**config.mk**
```make
export PLATFORM = sky130hd
export DESIGN_NAME = branch_ctrl
export DESIGN_NICKNAME = d
export VERILOG_FILES = /design/src/rtl/branch_ctrl.sv
export SDC_FILE = /design/constraint.sdc
export NUM_CORES = 1
export LEC_CHECK = 0
export BUFFER_PORTS_ARGS = -buffer_cell sky130_fd_sc_hd__buf_2
export CORE_ASPECT_RATIO = 1.4
export CORE_MARGIN = 1.5
export CORE_UTILIZATION = 40
export DETAILED_ROUTE_END_ITERATION = 6
export PLACE_DENSITY = 0.67
export SLEW_MARGIN = 10
export SYNTH_ARGS = -nofsm -noshare
export SYNTH_HDL_FRONTEND = slang
export SYNTH_SLANG_ARGS = --single-unit
```
**constraint.sdc**
```tcl
create_clock -name clk -period 3.95 [get_ports clk]
set_clock_uncertainty 0.15 [all_clocks]
set_input_delay 0.79 -clock clk [delete_from_list [all_inputs] [get_ports clk]]
set_output_delay 0.79 -clock clk [all_outputs]
set_load 0.1 [all_outputs]
```
**src/rtl/branch_ctrl.sv**
```systemverilog
// B-type branch sequencer: captures an instruction, reads rs1/rs2 over a handshaked RF port,
// evaluates the condition and returns taken/target. Define BRANCH_STATS_EN for taken/not-taken counters.
module branch_ctrl #(
  parameter int XLEN   = 32,
  parameter int STAT_W = 16
) (
  input  logic            clk,
  input  logic            rst_n,
  input  logic            instr_valid,
  output logic            instr_ready,
  input  logic [31:0]     instruction_word,
  input  logic [XLEN-1:0] pc,
  output logic            rf_req,
  output logic [4:0]      rf_rs1_addr,
  output logic [4:0]      rf_rs2_addr,
  input  logic            rf_ack,
  input  logic [XLEN-1:0] rf_rs1_data,
  input  logic [XLEN-1:0] rf_rs2_data,
  output logic            resp_valid,
  input  logic            resp_ready,
  output logic            resp_taken,
  output logic [XLEN-1:0] resp_target,
  output logic            resp_illegal,
`ifdef BRANCH_STATS_EN
  output logic [STAT_W-1:0] stat_taken,
  output logic [STAT_W-1:0] stat_not_taken,
`endif
  output logic [1:0]      dbg_state
);

  // Handshakes: a transfer happens on a rising edge where valid and ready are both high;
  // the offering side holds its payload stable while valid is high and ready is low.
  localparam logic [1:0] IDLE    = 2'd0;
  localparam logic [1:0] RF_WAIT = 2'd1;
  localparam logic [1:0] EXEC    = 2'd2;
  localparam logic [1:0] RESP    = 2'd3;

  logic [1:0]      state_q, state_d;
  logic [31:0]     iw_q, iw_d;
  logic [XLEN-1:0] pc_q, pc_d;
  logic [XLEN-1:0] rs1_q, rs1_d;
  logic [XLEN-1:0] rs2_q, rs2_d;
  logic            taken_q, taken_d;
  logic [XLEN-1:0] target_q, target_d;
  logic            illegal_q, illegal_d;

  logic            in_illegal;
  logic [XLEN-1:0] imm;
  logic            cond;

  assign in_illegal = (instruction_word[6:0] != 7'b1100011) ||
                      (instruction_word[14:12] == 3'b010) ||
                      (instruction_word[14:12] == 3'b011);

  assign imm = {{(XLEN-12){iw_q[31]}}, iw_q[7], iw_q[30:25], iw_q[11:8], 1'b0};

  always_comb begin
    cond = 1'b0;
    case (iw_q[14:12])
      3'b000:  cond = (rs1_q == rs2_q);
      3'b001:  cond = (rs1_q != rs2_q);
      3'b100:  cond = ($signed(rs1_q) <  $signed(rs2_q));
      3'b101:  cond = ($signed(rs1_q) >= $signed(rs2_q));
      3'b110:  cond = (rs1_q <  rs2_q);
      3'b111:  cond = (rs1_q >= rs2_q);
      default: cond = 1'b0;
    endcase
  end

  always_comb begin
    state_d   = state_q;
    iw_d      = iw_q;
    pc_d      = pc_q;
    rs1_d     = rs1_q;
    rs2_d     = rs2_q;
    taken_d   = taken_q;
    target_d  = target_q;
    illegal_d = illegal_q;
    case (state_q)
      IDLE: begin
        if (instr_valid) begin
          iw_d = instruction_word;
          pc_d = pc;
          if (in_illegal) begin
            state_d   = RESP;
            illegal_d = 1'b1;
            taken_d   = 1'b0;
            target_d  = '0;
          end else begin
            state_d   = RF_WAIT;
            illegal_d = 1'b0;
          end
        end
      end
      RF_WAIT: begin
        if (rf_ack) begin
          rs1_d   = rf_rs1_data;
          rs2_d   = rf_rs2_data;
          state_d = EXEC;
        end
      end
      EXEC: begin
        taken_d  = cond;
        target_d = pc_q + imm;
        state_d  = RESP;
      end
      default: begin
        if (resp_ready) state_d = IDLE;
      end
    endcase
  end

  always_ff @(posedge clk or negedge rst_n) begin
    if (!rst_n) begin
      state_q   <= IDLE;
      iw_q      <= '0;
      pc_q      <= '0;
      rs1_q     <= '0;
      rs2_q     <= '0;
      taken_q   <= 1'b0;
      target_q  <= '0;
      illegal_q <= 1'b0;
    end else begin
      state_q   <= state_d;
      iw_q      <= iw_d;
      pc_q      <= pc_d;
      rs1_q     <= rs1_d;
      rs2_q     <= rs2_d;
      taken_q   <= taken_d;
      target_q  <= target_d;
      illegal_q <= illegal_d;
    end
  end

  // instr_ready is gated by rst_n so it reads 0 while reset is asserted.
  assign instr_ready  = rst_n && (state_q == IDLE);
  assign rf_req       = (state_q == RF_WAIT);
  assign rf_rs1_addr  = iw_q[19:15];
  assign rf_rs2_addr  = iw_q[24:20];
  assign resp_valid   = (state_q == RESP);
  assign resp_taken   = taken_q;
  assign resp_target  = target_q;
  assign resp_illegal = illegal_q;
  assign dbg_state    = state_q;

`ifdef BRANCH_STATS_EN
  logic [STAT_W-1:0] stat_taken_q, stat_taken_d;
  logic [STAT_W-1:0] stat_not_taken_q, stat_not_taken_d;
  logic              count_en;

  assign count_en = (state_q == RESP) && resp_ready && !illegal_q;

  always_comb begin
    stat_taken_d     = stat_taken_q;
    stat_not_taken_d = stat_not_taken_q;
    if (count_en && taken_q && (stat_taken_q != {STAT_W{1'b1}}))
      stat_taken_d = stat_taken_q + 1'b1;
    if (count_en && !taken_q && (stat_not_taken_q != {STAT_W{1'b1}}))
      stat_not_taken_d = stat_not_taken_q + 1'b1;
  end

  always_ff @(posedge clk or negedge rst_n) begin
    if (!rst_n) begin
      stat_taken_q     <= '0;
      stat_not_taken_q <= '0;
    end else begin
      stat_taken_q     <= stat_taken_d;
      stat_not_taken_q <= stat_not_taken_d;
    end
  end

  assign stat_taken     = stat_taken_q;
  assign stat_not_taken = stat_not_taken_q;
`else
  localparam int unused_stat_w = STAT_W;
`endif

endmodule

```
==> impl_metrics.xml, run 1 <==
<?xml version="1.0" encoding="UTF-8"?>
<metrics>
  <group name="synthesis">
    <metric name="syn-cell-area" unit="sq um">8330</metric>
    <metric name="synth_ff_type" unit="">dfrtp_1</metric>
    <metric name="postSynthRegisterBits" unit="">157</metric>
    <metric name="yosysWarnings" unit="">0</metric>
    <metric name="netlist_top_cells_count" unit="">dfrtp_1 (157), mux2_2 (120), ha_1 (66), nand2_1 (55), inv_1 (43)</metric>
    <metric name="yosys.area.top_type" unit="">dfrtp_1</metric>
    <metric name="synth-edff-count" unit="">0</metric>
    <metric name="synth_cell_types" unit="">60</metric>
    <metric name="post_synth_inst_count" unit="">727</metric>
    <metric name="yosys.cell_count.top_type" unit="">dfrtp_1</metric>
    <metric name="syn-mean-instance-area" unit="sq um">11.5</metric>
    <metric name="synthTopCellsByArea" unit="">dfrtp_1 (47%), mux2_2 (16%), ha_1 (9.9%), nand2_1 (2.5%), a21oi_1 (2.3%)</metric>
    <metric name="ys_async_sr_fraction" unit="">1.00</metric>
    <metric name="netlist.area_leader.share" unit="">0.471</metric>
    <metric name="seq_area_frac_synth" unit="">0.471</metric>
    <metric name="synth_nets" unit="">927</metric>
  </group>
  <group name="floorplanning">
    <metric name="floorplan.die_area" unit="sq um">21700</metric>
    <metric name="die_width" unit="um">125</metric>
    <metric name="fp.dieH" unit="um">174</metric>
    <metric name="ios" unit="">182</metric>
    <metric name="placeable_core_area" unit="sq um">20500</metric>
    <metric name="std_cell_rows" unit="">62</metric>
    <metric name="initial_core_util" unit="">0.407</metric>
  </group>
  <group name="clock_network">
    <metric name="clock_path_buffers" unit="">2</metric>
    <metric name="tritoncts.num_buffers" unit="">17</metric>
    <metric name="cts_sinks" unit="">157</metric>
    <metric name="cts.repair.resized" unit="">0</metric>
    <metric name="postCtsHoldBufs" unit="">0</metric>
    <metric name="postCtsSetupBuffers" unit="">0</metric>
    <metric name="cts.reportedPaths.clkPinSlew" unit="ps">70</metric>
    <metric name="cts_tree" unit="">done</metric>
    <metric name="cts_max_level" unit="">4</metric>
    <metric name="clk-insertion-delay-late" unit="ps">420</metric>
    <metric name="cts.root.buffer_cell" unit="">clkbuf_16</metric>
  </group>
  <group name="critical_path">
    <metric name="reg2reg_slack" unit="ps">820</metric>
    <metric name="end_kind" unit="">flip-flop</metric>
    <metric name="r2r-start" unit="">iw_q[8]$_DFFE_PN0P_</metric>
    <metric name="startpoint_type" unit="">flip-flop</metric>
    <metric name="critical_path.reg2reg.endpoint" unit="">resp_target[19]$_DFFE_PN0P_</metric>
    <metric name="timing.critical_path.fanout_max" unit="">4</metric>
    <metric name="required" unit="ps">4090</metric>
    <metric name="rr_worst_depth" unit="">10</metric>
    <metric name="critPathArrivalTime" unit="ps">3270</metric>
    <metric name="cpPeakStageDelay" unit="ps">420</metric>
    <metric name="crit_chain" unit="">ha_1 &gt; fa_1 &gt; a21o_1 &gt; a221oi_2 &gt; nor3_2 &gt; or3_4 &gt; a311oi_4 &gt; o21bai_2 &gt; xnor2_1 &gt; o21ai_1</metric>
    <metric name="timing_worst_setup_path_type" unit="">reg2reg</metric>
    <metric name="crit_slowest_cell" unit="">or3_4</metric>
  </group>
  <group name="sta">
    <metric name="fin_worst_hold_slack" unit="ps">321</metric>
    <metric name="slew_headroom" unit="">0.479</metric>
    <metric name="tns" unit="ps">0</metric>
    <metric name="final.period_utilization" unit="">0.793</metric>
    <metric name="worst_pin_slew" unit="ps">781</metric>
    <metric name="setup_violations" unit="">0</metric>
    <metric name="finalHoldViolCount" unit="">0</metric>
    <metric name="report.final.slew_viol_count" unit="">0</metric>
    <metric name="rsz_0062_raised_after_global_routing" unit="">false</metric>
    <metric name="final.min_clock_period" unit="ps">3130</metric>
    <metric name="fmaxAchievable" unit="GHz">0.319</metric>
  </group>
  <group name="final_layout">
    <metric name="post_route_cells_drive_above_1_share" unit="">0.395</metric>
    <metric name="antenna-diode-count" unit="">0</metric>
    <metric name="signed_area_change_from_the_synthesized_netlist_to_the_final_layout" unit="%">21.2</metric>
    <metric name="finish.utilization" unit="">0.493</metric>
    <metric name="nNetsFinal" unit="">1102</metric>
    <metric name="fillers" unit="">1925</metric>
  </group>
  <group name="placement">
    <metric name="detailed_place_hpwl" unit="um">14800</metric>
    <metric name="io_buffer_count" unit="">181</metric>
    <metric name="placer_congestion_estimate" unit="">0.841</metric>
  </group>
  <group name="job">
    <metric name="max_cap_viol_count" unit="">0</metric>
  </group>
  <group name="routing">
    <metric name="final_antenna_net_count" unit="">0</metric>
    <metric name="wl" unit="um">19400</metric>
    <metric name="drt_iter0_drc" unit="">277</metric>
    <metric name="detailroute.via_count" unit="">6029</metric>
    <metric name="route.detailed.wl_per_inst" unit="um">16.6</metric>
    <metric name="drtPass1Iterations" unit="">4</metric>
    <metric name="drc_errors" unit="">0</metric>
    <metric name="vias_per_cell" unit="">5.15</metric>
  </group>
  <group name="global_route">
    <metric name="grt_start_max_net_pins" unit="">63</metric>
    <metric name="globalRouteOverflowTotal" unit="">0</metric>
    <metric name="grt_pass1_wl" unit="um">31500</metric>
    <metric name="antenna_found_initial" unit="">0</metric>
    <metric name="grt_pass1_vias" unit="">6273</metric>
    <metric name="all_layer_global_routing_usage" unit="">0.183</metric>
  </group>
  <group name="worst_hold_path">
    <metric name="whs_endpoint" unit="">resp_target[28]$_DFFE_PN0P_</metric>
    <metric name="hp-class" unit="">reg2reg</metric>
    <metric name="startpoint_of_the_worst_hold_path" unit="">resp_target[28]$_DFFE_PN0P_</metric>
    <metric name="worstHoldPathCells" unit="">2</metric>
  </group>
  <group name="outcome">
    <metric name="status" unit="">complete, no violations</metric>
  </group>
</metrics>
## layout by cell type, fill, tap and decap left out, types with 2 or more instances in the layout
cell and count:
inv_6 3, nor3_2 2, and3_1 4, o31a_1 4
xor2_1 14, nand3_1 11, o21bai_1 3, nor3_1 8
mux2i_1 3, o21ai_0 35, o41ai_1 2, nand2_2 2
or3_1 2, a211oi_1 8, and2_1 2, buf_4 7
nand2_1 53, dfrtp_1 157, buf_2 180, and3_2 2
a21oi_1 38, ha_1 66, xnor2_1 13, and3b_1 2
a21o_1 21, mux2_2 120, nand4_1 9, clkbuf_16 17
a31oi_1 6, bufinv_16 3, clkinvlp_4 3, o21ai_1 5
nor2b_1 6, nor2_1 18, clkinv_4 3, inv_1 43
o31ai_1 10
## worst max-delay path by stage
stage / start / endpoint / slack, ps / cells after the start
2_1_floorplan: dbg_state[1]$_DFFE_PN0P_ / rs1_q[14]$_DFFE_PN0P_ / 750 / 6
3_3_place_gp: iw_q[8]$_DFFE_PN0P_ / resp_target[19]$_DFFE_PN0P_ / 930 / 10
3_5_place_dp: iw_q[8]$_DFFE_PN0P_ / resp_target[19]$_DFFE_PN0P_ / 880 / 10
4_1_cts: pc_q[1]$_DFFE_PN0P_ / resp_target[19]$_DFFE_PN0P_ / 820 / 10
5_1_grt: pc_q[1]$_DFFE_PN0P_ / resp_target[19]$_DFFE_PN0P_ / 710 / 10
6_report: iw_q[8]$_DFFE_PN0P_ / resp_target[19]$_DFFE_PN0P_ / 820 / 10
## cell families after synthesis
| group | after synthesis | synth area share |
|---|---|---|
| compound gates | 147 | 0.115 |
| flops | 157 | 0.471 |
| buf+inv | 76 | 0.0404 |
| xor+xnor | 27 | 0.0284 |
| simple gates | 130 | 0.0772 |
| fa+ha+maj | 67 | 0.101 |
| mux | 123 | 0.166 |
## registers in the layout, summed over array words and instances (netlist names)
signal	cells
pc_q	32
resp_target	32
rs1_q	32
rs2_q	32
iw_q	25
dbg_state	2
resp_illegal	1
resp_taken	1
## stage by stage
stage | worst slack [ps] | std cells | cell area (sq um)
after floorplan | 750 | 727 | 8330
after global placement | 926 | 1139 | 9480
after detailed placement | 876 | 1139 | 9480
after CTS | 821 | 1171 | 10100
after global routing | 710 | 1171 | 10100
final | 819 | 1171 | 10100
## worst max-delay path: cells and delay by family, from the launching register on
family          cells  cell delay (ps)
flops               1              380
xor+xnor            1              160
compound gates      5             1120
fa+ha+maj           2              650
simple gates        2              530
## routing by layer
layer / track usage / wire length [um] / part of all wire / vias up
met4: 0.0630 / 385 / 0.020 / 0
met5: 0 / 0 / 0 / -
li1: - / - / - / 2936
met3: 0.0367 / 745 / 0.038 / 27
met2: 0.338 / 10400 / 0.54 / 136
met1: 0.208 / 7890 / 0.41 / 2930
## layout make-up
| type | count | area [sq um] | share of cell area |
|---|---|---|---|
| tap | 256 | 320 | 0.0317 |
| clock inverter | 14 | 181 | 0.0180 |
| sequential | 157 | 3930 | 0.389 |
| inverter | 43 | 161 | 0.0160 |
| multi-input combinational | 494 | 4090 | 0.404 |
| clock buffer | 18 | 439 | 0.0435 |
| timing repair buffer | 189 | 985 | 0.0975 |
Power of run 1 is not shown: default switching activity piles up to over one toggle a cycle in this logic, so the estimate is an artifact.
==> inputs of run 2 (changes only) <==
--- a/config.mk
+++ b/config.mk
@@ -10,7 +10,7 @@
 export CORE_MARGIN = 1.5
 export CORE_UTILIZATION = 40
 export DETAILED_ROUTE_END_ITERATION = 6
-export PLACE_DENSITY = 0.67
+export PLACE_DENSITY = 0.69
 export SLEW_MARGIN = 10
 export SYNTH_ARGS = -nofsm -noshare
 export SYNTH_HDL_FRONTEND = slang
==> constraint.sdc (replaced) <==
create_clock -name clk -period 2.71 [get_ports clk]
set_clock_uncertainty 0.15 [all_clocks]
set_input_delay 0.542 -clock clk [delete_from_list [all_inputs] [get_ports clk]]
set_output_delay 0.542 -clock clk [all_outputs]
set_load 0.1 [all_outputs]
==> run 2 against run 1 <==
The run now ends with setup timing left. Final cell count grew 3.0%. Clock-buffer cell count shrank 1. Sequential share of layout area shrank 2.1 points. Routed wire length grew 1.2%. Cell area grew 5.9%. Critical path depth grew 1. Worst hold slack lost 240 ps. Flip-flop and latch count is the same. Register-to-register slack lost 900 ps. Critical endpoint is now resp_target[15]$_DFFE_PN0P_.
==> impl_metrics.xml, run 2 (synthesis gave the netlist of run 1 again) <==
<?xml version="1.0" encoding="UTF-8"?>
<metrics>
  <group name="critical_path">
    <metric name="crit_end" unit="">resp_target[15]$_DFFE_PN0P_</metric>
    <metric name="critPathArrivalTime" unit="ps">2950</metric>
    <metric name="end_kind" unit="">flip-flop</metric>
    <metric name="timing.critical_path.fanout_max" unit="">4</metric>
    <metric name="r2r-start" unit="">iw_q[8]$_DFFE_PN0P_</metric>
    <metric name="crit_start" unit="">iw_q[8]$_DFFE_PN0P_</metric>
    <metric name="rr_worst_depth" unit="">11</metric>
    <metric name="startpoint_type" unit="">flip-flop</metric>
    <metric name="reg2reg_slack" unit="ps">-80</metric>
    <metric name="required" unit="ps">2870</metric>
    <metric name="critical_path.reg2reg.endpoint" unit="">resp_target[15]$_DFFE_PN0P_</metric>
    <metric name="timing_worst_setup_path_type" unit="">reg2reg</metric>
  </group>
  <group name="floorplanning">
    <metric name="std_cell_rows" unit="">62</metric>
    <metric name="initial_core_util" unit="">0.407</metric>
    <metric name="die_width" unit="um">125</metric>
    <metric name="ios" unit="">182</metric>
    <metric name="fp.dieH" unit="um">174</metric>
    <metric name="floorplan.die_area" unit="sq um">21700</metric>
    <metric name="placeable_core_area" unit="sq um">20500</metric>
  </group>
  <group name="sta">
    <metric name="setup_violations" unit="">4</metric>
    <metric name="worst_pin_slew" unit="ps">886</metric>
    <metric name="finalHoldViolCount" unit="">0</metric>
    <metric name="slew_headroom" unit="">0.409</metric>
    <metric name="final.min_clock_period" unit="ps">2790</metric>
    <metric name="fmaxAchievable" unit="GHz">0.358</metric>
    <metric name="final.period_utilization" unit="">1.03</metric>
    <metric name="report.final.slew_viol_count" unit="">0</metric>
    <metric name="layout_setup_ws" unit="ps">-80.1</metric>
    <metric name="rsz_0062_raised_after_global_routing" unit="">true</metric>
  </group>
  <group name="routing">
    <metric name="drtPass1Iterations" unit="">4</metric>
    <metric name="final_antenna_net_count" unit="">0</metric>
    <metric name="wl" unit="um">19700</metric>
    <metric name="drc_errors" unit="">0</metric>
    <metric name="drt_iter0_drc" unit="">246</metric>
    <metric name="detailroute.via_count" unit="">6161</metric>
    <metric name="route.detailed.wl_per_inst" unit="um">16.3</metric>
    <metric name="vias_per_cell" unit="">5.11</metric>
  </group>
  <group name="global_route">
    <metric name="globalRouteOverflowTotal" unit="">0</metric>
    <metric name="all_layer_global_routing_usage" unit="">0.181</metric>
    <metric name="grt_pass1_vias" unit="">6255</metric>
    <metric name="grt_pass1_wl" unit="um">31200</metric>
    <metric name="antenna_found_initial" unit="">1</metric>
    <metric name="grt_start_max_net_pins" unit="">158</metric>
  </group>
  <group name="placement">
    <metric name="detailed_place_hpwl" unit="um">14400</metric>
    <metric name="io_buffer_count" unit="">181</metric>
    <metric name="placer_congestion_estimate" unit="">0.813</metric>
    <metric name="placement.cell_area" unit="sq um">9700</metric>
  </group>
  <group name="outcome">
    <metric name="failed_checks" unit="">setup timing</metric>
    <metric name="status" unit="">complete, but fails checks</metric>
  </group>
  <group name="final_layout">
    <metric name="post_route_cells_drive_above_1_share" unit="">0.460</metric>
    <metric name="layout_commonest_cell" unit="">buf_2</metric>
    <metric name="final_cell_mix" unit="">buf_2 (179), dfrtp_1 (154), mux2_2 (120)</metric>
    <metric name="finish.instance_area" unit="sq um">10700</metric>
    <metric name="nNetsFinal" unit="">1136</metric>
    <metric name="signed_area_change_from_the_synthesized_netlist_to_the_final_layout" unit="%">28.4</metric>
  </group>
  <group name="clock_network">
    <metric name="clock_path_buffers" unit="">2</metric>
    <metric name="tritoncts.num_buffers" unit="">17</metric>
    <metric name="cts.root.buffer_cell" unit="">clkbuf_16</metric>
    <metric name="cts_max_level" unit="">4</metric>
    <metric name="cts.reportedPaths.clkPinSlew" unit="ps">70</metric>
    <metric name="clk-insertion-delay-late" unit="ps">430</metric>
    <metric name="cts_tree" unit="">done</metric>
    <metric name="postCtsHoldBufs" unit="">0</metric>
    <metric name="cts_sinks" unit="">157</metric>
  </group>
  <group name="job">
    <metric name="max_cap_viol_count" unit="">0</metric>
  </group>
  <group name="worst_hold_path">
    <metric name="hp-class" unit="">in2async</metric>
  </group>
</metrics>
-- run 2: worst min-delay path by stage --
stage                                      from  cells after the start  slack, ps                     endpoint
floorplan                                 rst_n                      0        100     dbg_state[0]$_DFFE_PN0P_
global placement     resp_target[6]$_DFFE_PN0P_                      2        300   resp_target[6]$_DFFE_PN0P_
detailed placement  resp_target[13]$_DFFE_PN0P_                      2        310  resp_target[13]$_DFFE_PN0P_
CTS                                       rst_n                      2        160         rs2_q[4]$_DFFE_PN0P_
global route                    rf_rs1_data[20]                      2        160        rs1_q[20]$_DFFE_PN0P_
finish                                    rst_n                      2         90         rs2_q[4]$_DFFE_PN0P_
-- run 2: area by class of cell --
cell class,count,area [sq um]
Fill cell,1879,9780
Clock inverter,15,149
Multi-Input combinational cell,494,4380
Timing Repair Buffer,223,1320
Tap cell,256,320
Clock buffer,17,425
Antenna cell,1,2.50
Inverter,43,161
Sequential cell,157,3940
-- run 2: timing repair --
| action | in CTS | in global routing |
|---|---|---|
| pin swaps | 5 | 24 |
| endpoints found under the setup margin | 7 | 19 |
| gates resized for setup | 5 | 53 |
| setup buffers | 3 | 11 |
-- run 2: routing by layer --
metal / global-route usage / wire (um) / part of all wire
met3: 0.0441 / 809 / 0.041
met1: 0.202 / 7770 / 0.39
met4: 0.0672 / 429 / 0.022
met5: 0 / 0 / 0
met2: 0.331 / 10700 / 0.54
-- run 2: worst max-delay path: stages (launching register included) --
cell	delay, ps
dfrtp_1	380
ha_2	200
fa_2	350
a21o_1	190
a221oi_2	220
buf_4	160
nor3_4	50
or3_4	380
a21o_2	230
a21oi_2	140
xor2_1	160
o21ai_1	70
-- run 2: through the flow --
step,TNS [ps],setup WS [ps],hold WS (ps),cells,util
floorplan,0,24.2,96.4,727,-
global placement,-500,-127,304,1160,0.474
detailed placement,-630,-133,312,1160,0.474
CTS,-173,-74.6,159,1195,0.504
global route,-1340,-212,165,1206,0.522
finish,-179,-80.1,86.1,1206,0.522
Power of run 2 is left out for the same reason.
